## src/rtl/boot_pkg.sv

```systemverilog
// Shared types and constants for the UART boot loader.
package boot_pkg;
    typedef enum logic [2:0] {
        ST_LEN,
        ST_DATA,
        ST_CSUM,
        ST_DONE,
        ST_ERR
    } state_t;

    localparam int HDR_BYTES = 4;
    localparam int WORD_W    = 32;
endpackage

```

## src/rtl/edge_rise.sv

```systemverilog
// Rising-edge detector: one strobe per low-to-high transition of a level.
// The previous level is registered; the strobe itself is combinational so
// the consumer acts on the very edge where the level is first seen high.
module edge_rise (
    input  logic clk_i,
    input  logic rst_ni,
    input  logic level_i,
    output logic rise_o
);
    logic rdy_q;

    // Remember last cycle's level; resets low so a level high out of reset counts
    always_ff @(posedge clk_i or negedge rst_ni) begin
        if (!rst_ni) rdy_q <= 1'b0;
        else         rdy_q <= level_i;
    end

    assign rise_o = level_i & ~rdy_q;
endmodule

```

## src/rtl/uart_boot_loader.sv

```systemverilog
// Boot loader: parses a length-prefixed, XOR-checksummed image from the UART
// byte stream, writes it word by word into instruction memory, and releases
// the core only after the checksum matches.
module uart_boot_loader
    import boot_pkg::*;
#(
    parameter int ADDR_W = 12
) (
    input  logic              clk_i,
    input  logic              rst_ni,
    input  logic [7:0]        byte_i,
    input  logic              byte_ready_i,
    output logic              mem_we_o,
    output logic [ADDR_W-1:0] mem_addr_o,
    output logic [31:0]       mem_wdata_o,
    output logic              cpu_hold_o,
    output logic              done_o,
    output logic              err_o
);
    state_t            state_q;
    logic [1:0]        byte_cnt_q;
    logic [23:0]       shift_q;     // lanes 0..2; lane 3 comes straight from byte_i
    logic [ADDR_W:0]   len_q;
    logic [ADDR_W-1:0] word_q;
    logic [7:0]        csum_q;

    logic              w_acc;
    logic              w_lane3;
    logic [WORD_W-1:0] w_word;
    logic              w_len_ovf;
    logic [ADDR_W:0]   w_word_nxt;
    logic              w_last_word;
    logic              w_collect;

    edge_rise u_edge (
        .clk_i   (clk_i),
        .rst_ni  (rst_ni),
        .level_i (byte_ready_i),
        .rise_o  (w_acc)
    );

    assign w_lane3     = (byte_cnt_q == 2'(HDR_BYTES - 1));
    assign w_word      = {byte_i, shift_q};
    // Legal lengths are 0..2^ADDR_W inclusive
    assign w_len_ovf   = (|w_word[WORD_W-1:ADDR_W+1]) |
                         (w_word[ADDR_W] & (|w_word[ADDR_W-1:0]));
    assign w_word_nxt  = {1'b0, word_q} + 1'b1;
    assign w_last_word = (w_word_nxt == len_q);
    assign w_collect   = (state_q == ST_LEN) || (state_q == ST_DATA);

    // Frame FSM with registered status outputs
    always_ff @(posedge clk_i or negedge rst_ni) begin
        if (!rst_ni) begin
            state_q    <= ST_LEN;
            cpu_hold_o <= 1'b1;
            done_o     <= 1'b0;
            err_o      <= 1'b0;
        end else if (w_acc) begin
            case (state_q)
                ST_LEN: if (w_lane3) begin
                    if (w_len_ovf) begin
                        state_q <= ST_ERR;
                        err_o   <= 1'b1;
                    end else if (w_word[ADDR_W:0] == '0) begin
                        state_q <= ST_CSUM;
                    end else begin
                        state_q <= ST_DATA;
                    end
                end
                ST_DATA: if (w_lane3 && w_last_word) state_q <= ST_CSUM;
                ST_CSUM: begin
                    if ((csum_q ^ byte_i) == 8'h00) begin
                        state_q    <= ST_DONE;
                        done_o     <= 1'b1;
                        cpu_hold_o <= 1'b0;
                    end else begin
                        state_q <= ST_ERR;
                        err_o   <= 1'b1;
                    end
                end
                default: ;  // DONE and ERR hold until reset
            endcase
        end
    end

    // Byte lane counter, lane assembly, length latch and word address
    always_ff @(posedge clk_i or negedge rst_ni) begin
        if (!rst_ni) begin
            byte_cnt_q <= '0;
            shift_q    <= '0;
            len_q      <= '0;
            word_q     <= '0;
        end else if (w_acc && w_collect) begin
            byte_cnt_q <= byte_cnt_q + 2'd1;
            case (byte_cnt_q)
                2'd0:    shift_q[7:0]   <= byte_i;
                2'd1:    shift_q[15:8]  <= byte_i;
                2'd2:    shift_q[23:16] <= byte_i;
                default: ;
            endcase
            if (state_q == ST_LEN && w_lane3) len_q <= w_word[ADDR_W:0];
            // Stop at the last word so the address never wraps when L = 2^ADDR_W
            if (state_q == ST_DATA && w_lane3 && !w_last_word) word_q <= word_q + 1'b1;
        end
    end

    // Running XOR over every accepted byte
    always_ff @(posedge clk_i or negedge rst_ni) begin
        if (!rst_ni)    csum_q <= '0;
        else if (w_acc) csum_q <= csum_q ^ byte_i;
    end

    // Memory write port: single-cycle strobe, address/data held between writes
    always_ff @(posedge clk_i or negedge rst_ni) begin
        if (!rst_ni) begin
            mem_we_o    <= 1'b0;
            mem_addr_o  <= '0;
            mem_wdata_o <= '0;
        end else begin
            mem_we_o <= 1'b0;
            if (w_acc && state_q == ST_DATA && w_lane3) begin
                mem_we_o    <= 1'b1;
                mem_addr_o  <= word_q;
                mem_wdata_o <= w_word;
            end
        end
    end
endmodule

```

## config.mk

```make
export PLATFORM = sky130hd
export DESIGN_NAME = uart_boot_loader
export DESIGN_NICKNAME = d
export VERILOG_FILES = /design/src/rtl/boot_pkg.sv /design/src/rtl/edge_rise.sv /design/src/rtl/uart_boot_loader.sv
export SDC_FILE = /design/constraint.sdc
export NUM_CORES = 1
export LEC_CHECK = 0
export ABC_AREA = 1
export CAP_MARGIN = 15
export CORE_UTILIZATION = 50
export CTS_CLUSTER_SIZE = 12
export DETAILED_ROUTE_END_ITERATION = 16
export GPL_TIMING_DRIVEN = 0
export PLACE_DENSITY = 0.72
export SYNTH_ARGS = -nofsm -noshare
export SYNTH_HDL_FRONTEND = slang
export SYNTH_SLANG_ARGS = --single-unit
```

## constraint.sdc

```tcl
create_clock -name clk_i -period 3.65 [get_ports clk_i]
set_input_delay 0.365 -clock clk_i [delete_from_list [all_inputs] [get_ports clk_i]]
set_output_delay 0.365 -clock clk_i [all_outputs]
set_load 0.005 [all_outputs]
```

Word-level counts from Yosys, hierarchy flattened --
Index checks and enable logic that the tools add are counted.
Word-level totals: register bits 111, input port bits 11, output and inout port bits 48, logic and storage cells 69
Cells by class: $add $sub $neg 3, eq/ne operators 10, muxes and demuxes 11, bitwise gates (word level) 5, reduce and logical (&&, ||, !) cells 25
Operators with widths (number):
- $reduce_or A19 Y1 | 1
- $add A12 B1 Y13 const B | 1
- $eq A13 B13 Y1 | 1
- $logic_not A13 Y1 | 1
- $add A12 B1 Y12 const B | 1
- $mux W3 | 4
- $reduce_or A12 Y1 | 1
- $reduce_and A2 Y1 | 5
- $pmux W3 S3 | 1
- $logic_not A8 Y1 | 1
- $ne A2 B2 Y1 const B | 4
- $xor A8 B8 Y8 | 1
- $logic_and A1 B1 Y1 | 7
- $reduce_and A5 Y1 | 1
- $eq A2 B2 Y1 const B | 2
- $mux W1 | 4
- $reduce_and A4 Y1 | 1
- $eq A3 B1 Y1 const B | 1
- $eq A3 B2 Y1 const B | 1
- $logic_not A3 Y1 | 1
- $reduce_and A3 Y1 | 1
- $reduce_bool A3 Y1 | 1
- $add A2 B1 Y2 const B | 1
- $and A1 B1 Y1 | 2
- other kinds (9) | 9

Logic depth before layout (Yosys ltp) --
Gate-level depths: netlist (run 1).
depth in word-level cells 6, depth in mapped cells 15, gate-level depth less buffers 15

Modules after synthesis --
From an unflattened synthesis (run 1), not the netlist that was laid out.
Second synthesis, totals: cells, all modules 560, area total of the unflattened synthesis 5028.6 um^2
By module, submodules not included:
- uart_boot_loader | instances 1, cells an instance 557, area an instance 4993.5 um^2, seq. area each 2753.9 um^2
- edge_rise | instances 1, cells an instance 3, area an instance 35.0 um^2, seq. area each 25.0 um^2

Worst setup path after synthesis (run 1) --
OpenSTA, ideal clock, no wires.
kind register to register, start point register word_q[0], end point register word_q[9], library setup time 0.127 ns, arrival 1.659 ns, required time 3.523 ns, setup slack 1.864 ns, cell stages (with the launch flop) 15, path through dfrtp_1 > ha_1 > nand2_2 > nor2_2 > nand2_1 > nand2_1 > nand2_1 > nand2_1 > nor2_1 > nand3_1 > nor2_1 > nand2_1 > nand2_4 > buf_6 > o21ai_0
On the way: longest elaborated chain between the ends 5, elaborated cells between the ends (all ways) 6, those cells by class add/sub: 2; eq/ne: 1; reduce/logical: 3
Ends and longest elaborated chain:
- start: declaration | line uart_boot_loader.sv:24 | logic [ADDR_W-1:0] word_q;
- start signal: assignment | line uart_boot_loader.sv:103 | if (state_q == ST_DATA && w_lane3 && !w_last_word) word_q <= word_q + 1'b1;
- $add A12 B1 Y13 | line uart_boot_loader.sv:47 | assign w_word_nxt = {1'b0, word_q} + 1'b1;
- $eq A13 B13 Y1 | line uart_boot_loader.sv:48 | assign w_last_word = (w_word_nxt == len_q);
- $logic_not A1 Y1 | line uart_boot_loader.sv:103
- $logic_and A1 B1 Y1 | line uart_boot_loader.sv:103
- $reduce_and A2 Y1 (no line)
Parallel ways exist; a longest one is shown, timed or not. A chain may end at the register's enable or synchronous reset.

Worst setup path after layout (run 1) --
start point register word_q[0], end point register word_q[10]
The elaborated chain is that of the path after synthesis.

==> results.md, run 1 <==
Outcome:
- The run finished with clean final reports.

Synthesis:
- The number of storage elements in the synthesis netlist is 111.
- In the synthesized netlist, the cells that appear most often are nand2_1 (172), dfrtp_1 (110), o21ai_0 (98), inv_1 (68), nand3_1 (26).
- Summing the sequential cell areas from Yosys gives 56.5% of the chip area.
- The net count after synthesis is 587.
- The cell taking the most area after synthesis is dfrtp_1.
- The area share of the largest cell type after synthesis is 56.0%.
- The async set-reset flop share out of synthesis is 100%.
- In the post-synthesis netlist, the biggest area contributors are dfrtp_1 (56%), nand2_1 (13%), o21ai_0 (10%).
- The number of flops mapped to enable cells by yosys is 0.
- The mean instance size in the synthesized netlist is 8.62 µm².
- Synthesis produced 571 cells.
- During synthesis, Yosys emitted a total of 0 warnings.
- After synthesis the cells add up to 4920 µm².
- Counting distinct cell types in the post-synthesis netlist gives 30.
- nand2_1 is the most common cell in the netlist.
- For this run, the leading register cell type out of synthesis is dfrtp_1.

CTS:
- The post-CTS resize count is 0.
- The CTS tree is built.
- The post-CTS setup buffer count is 0.
- In this run, post-CTS hold repair placed 0 buffers.
- CTS saw 111 sinks.
- Clock tree synthesis inserted a total of 9 buffers.
- The number of buffers between clock root and the deepest sink is 2.
- The level count of the clock H-tree is 3.
- The clock reaches the later pin of the worst-skew pair after 380 ps.
- The clock tree root buffer cell is clkbuf_8.
- The clock slew seen by the registers of the worst setup and hold paths is 120 ps.

Pwr:
- Cell internal power was estimated by the tool at 1580 µW.
- The clock share of power is 35.1%.
- The total power divided by cell area is 361 nW/µm².
- The worst IR drop on VDD is 0.234 mV.
- The switching power total is 552 µW.
- The reported leakage power is 0.00268 µW.
- Net switching is 26.0% of the power.
- The share of total power in combinational logic is 5.1%.
- Registers are responsible for 59.8% of the overall power.

Detailed routing:
- The average wire per cell in the routed design is 14.4 µm.
- For this block, the initial DRC count from the detailed router was 168.
- Dividing the detail-routed via count by the number of cells gives 5.20.
- The number of antenna-violating nets in the routed design is 0.
- The number of remaining DRC errors is 0.
- Summing over every cut layer, the via total after detailed routing is 4027.
- For this run, the detailed router's first-pass iteration total came to 4.
- The total routed wirelength is 11200 µm.

STA:
- The final count of pins violating max slew is 0.
- Setup violations remaining at the end of the flow were counted as 0.
- For the pin with the worst max-slew slack, the measured transition is 721 ps.
- The number of hold violations in the final report is 0.
- The worst path in the final design needs a cycle of 2220 ps, including I/O delays and setup.
- The highest achievable clock rate is 0.450 GHz.
- The portion of the clock cycle consumed by the worst path in the final layout is 60.9%.
- The setup total negative slack is 0 ps.
- The smallest setup slack after layout is 1430 ps.
- Between clock sinks in the finished design, the worst skew comes to 14.6 ps.
- Final hold analysis gives a worst-case slack of 22.5 ps.
- Setup repair after global routing left no endpoint under its margin.
- Measured against its own limit, the worst slew margin works out to 51.9%.

Placement:
- At the end of routability-driven placement, the weighted congestion stood at 0.893.
- In this run the tool buffered the top-level ports with 58 buffer cells.
- At the placement stage, the worst setup path has a slack of 1230 ps.
- The detailed placer's ending HPWL is 8080 µm.

Critical path:
- In this run the worst path has a maximum fanout of 10.
- The worst setup path category is reg2reg.
- The critical path starts at word_q[0].
- The worst setup path is launched from a flop.
- The capturing element type of the critical path is a flop.
- Data on the critical path is required at its endpoint by 3910 ps.
- The endpoint arrival time on the critical path is 2480 ps.
- The worst register-to-register path begins at word_q[0].

Floorplanning:
- The die footprint is 10200 µm².
- In this run the core area contains 35 standard-cell rows.
- In this run the standard cell core region covers 9370 µm².
- The initial utilization of the core area, before any placement, comes to 52.5%.
- The die is 101 µm wide.
- The floorplan step set the die height to 101 µm.
- The number of placed I/O pins is 59.

Finish:
- The relative area change from synthesis to final layout is 19.8%.
- The repair_antennas step left the layout with diodes totalling 0.
- The share of cells above drive strength 1 is 4.80%.
- In the final design database the tool counted 657 nets.

Worst hold path:
- The worst hold path belongs to the class in2async.

Global routing:
- The number of global-route vias before repair is 3895.
- The global-route wire length before repair is 18300 µm.
- The global routing usage summed across all routing layers is 23.3%.
- The initial antenna violation count is 0.
- Summed over all layers, the global routing overflow is 0.
- Entering global routing, the biggest net connects 59 pins.

Flow run:
- The total of max-cap violations is 0.
[critical path: stages (launching register included)]
cell	delay [ps]
dfrtp_1	430
ha_1	270
nand2_2	150
nor2_4	180
nand2_1	100
nand2_1	110
nand2_1	50
nand2_1	60
nand3_1	80
nor2_1	180
nand2_1	120
nand2_4	120
buf_6	160
o21ai_0	90
[metrics by stage]
| step | cells | util (%) | total power [µW] | cell area, µm² |
|---|---|---|---|---|
| 2_1_floorplan | 571 | - | 1350 | 4920 |
| 3_3_place_gp | 758 | 60.4 | 1400 | 5660 |
| 3_5_place_dp | 759 | 60.7 | 1410 | 5690 |
| 4_1_cts | 775 | 62.9 | 2150 | 5890 |
| 5_1_grt | 775 | 62.9 | 2210 | 5890 |
| 6_report | 775 | 62.9 | 2130 | 5890 |
[path summary, 6_finish.rpt]
path	to	slack (ps)	cells past startpoint
max	word_q[10]	1430	13
min	word_q[2]	20	1
max reg2reg	word_q[10]	1430	13
min reg2reg	cpu_hold_o	450	2
max in group asynchronous	shift_q[0]	2920	2
min in group clk_i	cpu_hold_o	450	2
[cell usage in the layout (no fill, tap or decap)]
cell	instances
nand2_1	172
dfrtp_1	110
o21ai_0	98
inv_1	68
clkdlybuf4s50_1	57
nand3_1	26
nor2_1	24
clkbuf_1	13
nand4_1	12
xnor2_1	9
clkbuf_8	9
ha_1	5
xor2_1	4
a21oi_1	4
buf_1	3
nor2_4	3
inv_8	3
nand2_2	2
nor2_2	2
nand3b_1	2
nor3_1	2
inv_6	2
clkinv_8	2
xnor3_1	1
o21bai_1	1
nor4_1	1
and2_1	1
or3_1	1
o31ai_1	1
or2_2	1
nand2_4	1
buf_6	1
buf_12	1
a21oi_2	1
dfstp_2	1
buf_4	1
buf_16	1
[per-layer routing]
| metal | global-route usage [%] | wire (µm) | vias up |
|---|---|---|---|
| met5 | 0 | 0 | - |
| met4 | 6.91 | 194 | 0 |
| met3 | 4.69 | 479 | 15 |
| met2 | 42.3 | 5700 | 90 |
| met1 | 27.8 | 4800 | 1964 |
| li1 | - | - | 1958 |
[registers in the layout (all words and copies together) (netlist names)]
register,flops
word_q,12
state_q,3
byte_cnt_q,2
err_o,1
csum_q,8
len_q,13
done_o,1
u_edge.rdy_q,1
mem_wdata_o,32
cpu_hold_o,1
mem_we_o,1
shift_q,24
mem_addr_o,12
[power groups by stage]
| stage | clock, µW | combinational [µW] | sequential [µW] |
|---|---|---|---|
| final | 748 | 108 | 1270 |
| after global routing | 812 | 121 | 1270 |
| after detailed placement | 0 | 110 | 1300 |
| after CTS | 766 | 110 | 1270 |
| after global placement | 0 | 103 | 1290 |
| after floorplan | 0 | 54.0 | 1290 |
[final cells by class]
| class | count | area (µm²) |
|---|---|---|
| buffer | 18 | 91.3 |
| clock buffer | 9 | 124 |
| clock inverter | 7 | 83.8 |
| fill | 828 | 3480 |
| inverter | 68 | 255 |
| multi-input combinational | 374 | 1790 |
| sequential | 111 | 2780 |
| tap | 129 | 161 |
| timing repair buffer | 59 | 606 |
[kinds of logic (layout without fill, tap and decap cells)]
| logic type | Yosys count | after routing | share of synthesized area, % |
|---|---|---|---|
| and+or+nand+nor | 250 | 250 | 21.6 |
| adders and majority gates | 5 | 5 | 1.27 |
| AOI/OAI and AO/OA | 105 | 105 | 10.9 |
| buffers and inverters | 86 | 161 | 7.04 |
| DFF | 111 | 111 | 56.5 |
| xor gates and xnor gates | 14 | 14 | 2.77 |
No activity file was read; power rests on OpenSTA's default activity.
==> run 2, diff against run 1 <==
--- a/config.mk
+++ b/config.mk
@@ -11,7 +11,7 @@
 export CTS_CLUSTER_SIZE = 12
 export DETAILED_ROUTE_END_ITERATION = 16
 export GPL_TIMING_DRIVEN = 0
-export PLACE_DENSITY = 0.72
+export PLACE_DENSITY = 0.75
 export SYNTH_ARGS = -nofsm -noshare
 export SYNTH_HDL_FRONTEND = slang
 export SYNTH_SLANG_ARGS = --single-unit
==> constraint.sdc (replaced) <==
create_clock -name clk_i -period 1.8 [get_ports clk_i]
set_input_delay 0.18 -clock clk_i [delete_from_list [all_inputs] [get_ports clk_i]]
set_output_delay 0.18 -clock clk_i [all_outputs]
set_load 0.005 [all_outputs]
==> results.md, run 2 (synthesis gave the netlist of run 1 again) <==
Outcome:
- The flow ran to the end, but the final reports show violations.
- The final reports fail on negative setup slack.

STA:
- The tightest slew margin relative to the limit is 52.5% (+0.54 points).
- The number of endpoints failing setup at the final stage is 14 (+14).
- The smallest setup slack after layout is -223 ps (-1650 ps).
- The portion of the clock cycle consumed by the worst path in the final layout is 112% (+51 points).
- The final count of pins violating max slew is 0 (unchanged).
- The final-layout worst hold slack came to 291 ps (+268 ps).
- The transition time of the tightest slew-check pin is 713 ps (-8.07 ps).
- Setup repair after global routing could not meet its margin everywhere.
- The setup skew after layout is 11.0 ps (-3.61 ps).
- The post-layout minimum cycle time is 2020 ps (-201 ps).
- The number of hold violations in the final report is 0 (unchanged).
- The highest achievable clock rate is 0.494 GHz (+10%).
- The setup total negative slack is -2680 ps (-2680 ps).

Critical path:
- The largest fanout on the critical path was 6 (-4).
- The signal on the critical path passes through ha_4, nand2_4, o21ai_1, nand3_1, nand2_1, nand4_1, nor2_4, nand2_2, nand2_4, clkbuf_16, nand2_1, o21ai_1.
- The worst setup path is captured at a flop.
- The endpoint arrival time on the critical path came to 2330 ps (-150 ps).
- By startpoint and endpoint, the worst setup path is classified as reg2reg.
- The endpoint required time on the critical path is 2110 ps (-1800 ps).
- Among all stages on the critical path, the largest delay is contributed by dfrtp_1.
- The buffering stage count on the worst path with inverters included came to 1 (unchanged).
- The maximum single-stage delay on the critical path was 420 ps (about the same).
- The critical path's top delay family is simple AND/OR/NAND/NOR gates.
- The kind of start point of the critical path is a flop.

Pwr:
- The final total power was 4480 µW (+110%).
- The total power divided by cell area is 722 nW/µm² (+100%).
- The reported leakage power is 0.00279 µW (+4.1%).
- The worst IR drop on VDD was 0.483 mV (+110%).

Detailed routing:
- The number of vias after detailed routing came to 4029 (+0.050%).
- The total routed wirelength is 11500 µm (+2.9%).
- The number of remaining DRC errors is 0 (unchanged).
- The average wire per cell in the routed design is 14.6 µm (+1.1%).
- The number of DRC markers in iteration 0 came to 151 (-10%).
- The number of antenna-violating nets in the routed design is 0 (unchanged).
- The number of vias per cell after detailed routing is 5.11 (-1.7%).
- The total iterations of the first detailed-routing run is 4 (unchanged).

Floorplanning:
- The effective utilization at floorplan is 52.5% (unchanged).
- The die width is 101 µm (unchanged).
- The die footprint is 10200 µm² (unchanged).
- The overall die height is 101 µm (unchanged).
- The count of standard-cell rows came to 35 (unchanged).
- The area of the core is 9370 µm² (unchanged).
- The number of placed I/O pins is 59 (unchanged).

Finish:
- The multi-input combinational cell area is 1930 µm² (+7.4%).
- The number of flip-flops in the largest register is 32 (unchanged).
- In the layout the commonest cells are nand2_1 (158), dfrtp_1 (108), o21ai_0 (86), inv_1 (67), clkdlybuf4s50_1 (57).
- The share of cells above drive strength 1 is 13.5% (+8.7 points).
- The filler cell count came to 783 (-5.4%).
- The number of antenna repair diodes came to 0 (unchanged).
- The final core area utilization is 66.3% (+3.4 points).
- The layout net count is 671 (+2.1%).
- Compared with the post-synthesis result, the final layout area differs by 26.2%.
- The register area is 2780 µm² (about the same).
- The register with the most flip-flops in the final layout is mem_wdata_o.
- The largest registers in the layout are mem_wdata_o x32, shift_q x24, len_q x13.
- The library cell used most frequently in the layout, excluding fill and tap cells, is nand2_1.

CTS:
- The clock tree root buffer cell is clkbuf_8.
- TritonCTS built the clock tree.
- The number of buffers between clock root and the deepest sink came to 2 (unchanged).
- The total clock sinks was 111 (unchanged).
- The latest clock arrival within the worst-skew pair is 380 ps (about the same).
- The clock slew seen by the registers of the worst setup and hold paths was 100 ps (-20 ps).
- The total CTS buffers is 9 (unchanged).
- The level count of the clock H-tree is 3 (unchanged).

Placement:
- The detailed placer's ending HPWL came to 8030 µm (-0.68%).
- The count of buffers inserted at the top-level ports is 58 (unchanged).
- The weighted congestion reported at the end of routability-driven placement is 0.884 (-1.1%).
- The placement-stage worst setup slack is -447 ps (-1670 ps).

Global routing:
- The largest net degree at the start of global routing is 58 (-1.7%).
- The initial antenna violation count is 0 (unchanged).
- The global-route wire length before repair was 18500 µm (+1.3%).
- The global routing usage summed across all routing layers is 23.6% (+0.34 points).
- The number of global-route vias before repair was 3948 (+1.4%).
- The residual overflow from global routing is 0 (unchanged).

Flow run:
- The total of max-cap violations is 0 (unchanged).

Worst hold path:
- The min-delay analysis places its worst path in the category in2reg.
[run 2: cell count changes in the layout (fill, tap and decap cells not counted), moves of 6 or more]
cell / previous run / this run
clkbuf_2: 0 / 6
o21ai_1: 0 / 10
clkbuf_1: 13 / 5
nand2_1: 172 / 158
nor2_1: 24 / 17
o21ai_0: 98 / 86
nand2_2: 2 / 13
buf_4: 1 / 12
[run 2: area by class of cell]
type	count	area share (%)
plain buffers	18	1.83
clock buffers	10	2.22
clock inverters	6	1.45
inverters	68	4.19
multi-input cells	374	31.0
flip-flops and latches	111	44.8
well taps	129	2.60
repair buffers	73	11.9
[run 2: metal layers]
layer	global-route usage, %	wire (µm)
met1	29.3	5010
met2	42.0	5850
met3	4.35	386
met4	7.02	257
met5	0	0
[run 2: report_power, final]
group	switching (µW)	total (µW)	internal, µW
Sequential	35.1	2580	2540
Combinational	137	227	89.9
Clock	852	1680	830
Total	1020	4480	3460
[run 2: metrics by stage]
step,area (µm²),std cells
after global routing,6210,789
after floorplan,4920,571
after detailed placement,5690,759
after CTS,6030,782
final,6210,789
after global placement,5660,758
[run 2: worst paths after layout]
| kind | startpoint | to | slack [ps] | cells after the start |
|---|---|---|---|---|
| worst max-delay path | word_q[0] | word_q[10] | -220 | 12 |
| worst min register to register | cpu_hold_o | cpu_hold_o | 450 | 2 |
| max in group asynchronous | rst_ni | cpu_hold_o | 630 | 3 |
| min in group asynchronous | rst_ni | mem_addr_o[1] | 380 | 2 |
| worst min-delay path | byte_ready_i | u_edge.rdy_q | 290 | 1 |
| worst max register to register | word_q[0] | word_q[10] | -220 | 12 |
[run 2: timing repair]
| item | 4_1_cts | 5_1_grt |
|---|---|---|
| gates cloned | 0 | 1 |
| resized for setup | 21 | 57 |
| setup endpoints to repair | 78 | 91 |
| hold endpoints to repair | 54 | 0 |
| pin swaps | 5 | 8 |
| setup buffers | 6 | 6 |
| hold buffers | 1 | 0 |
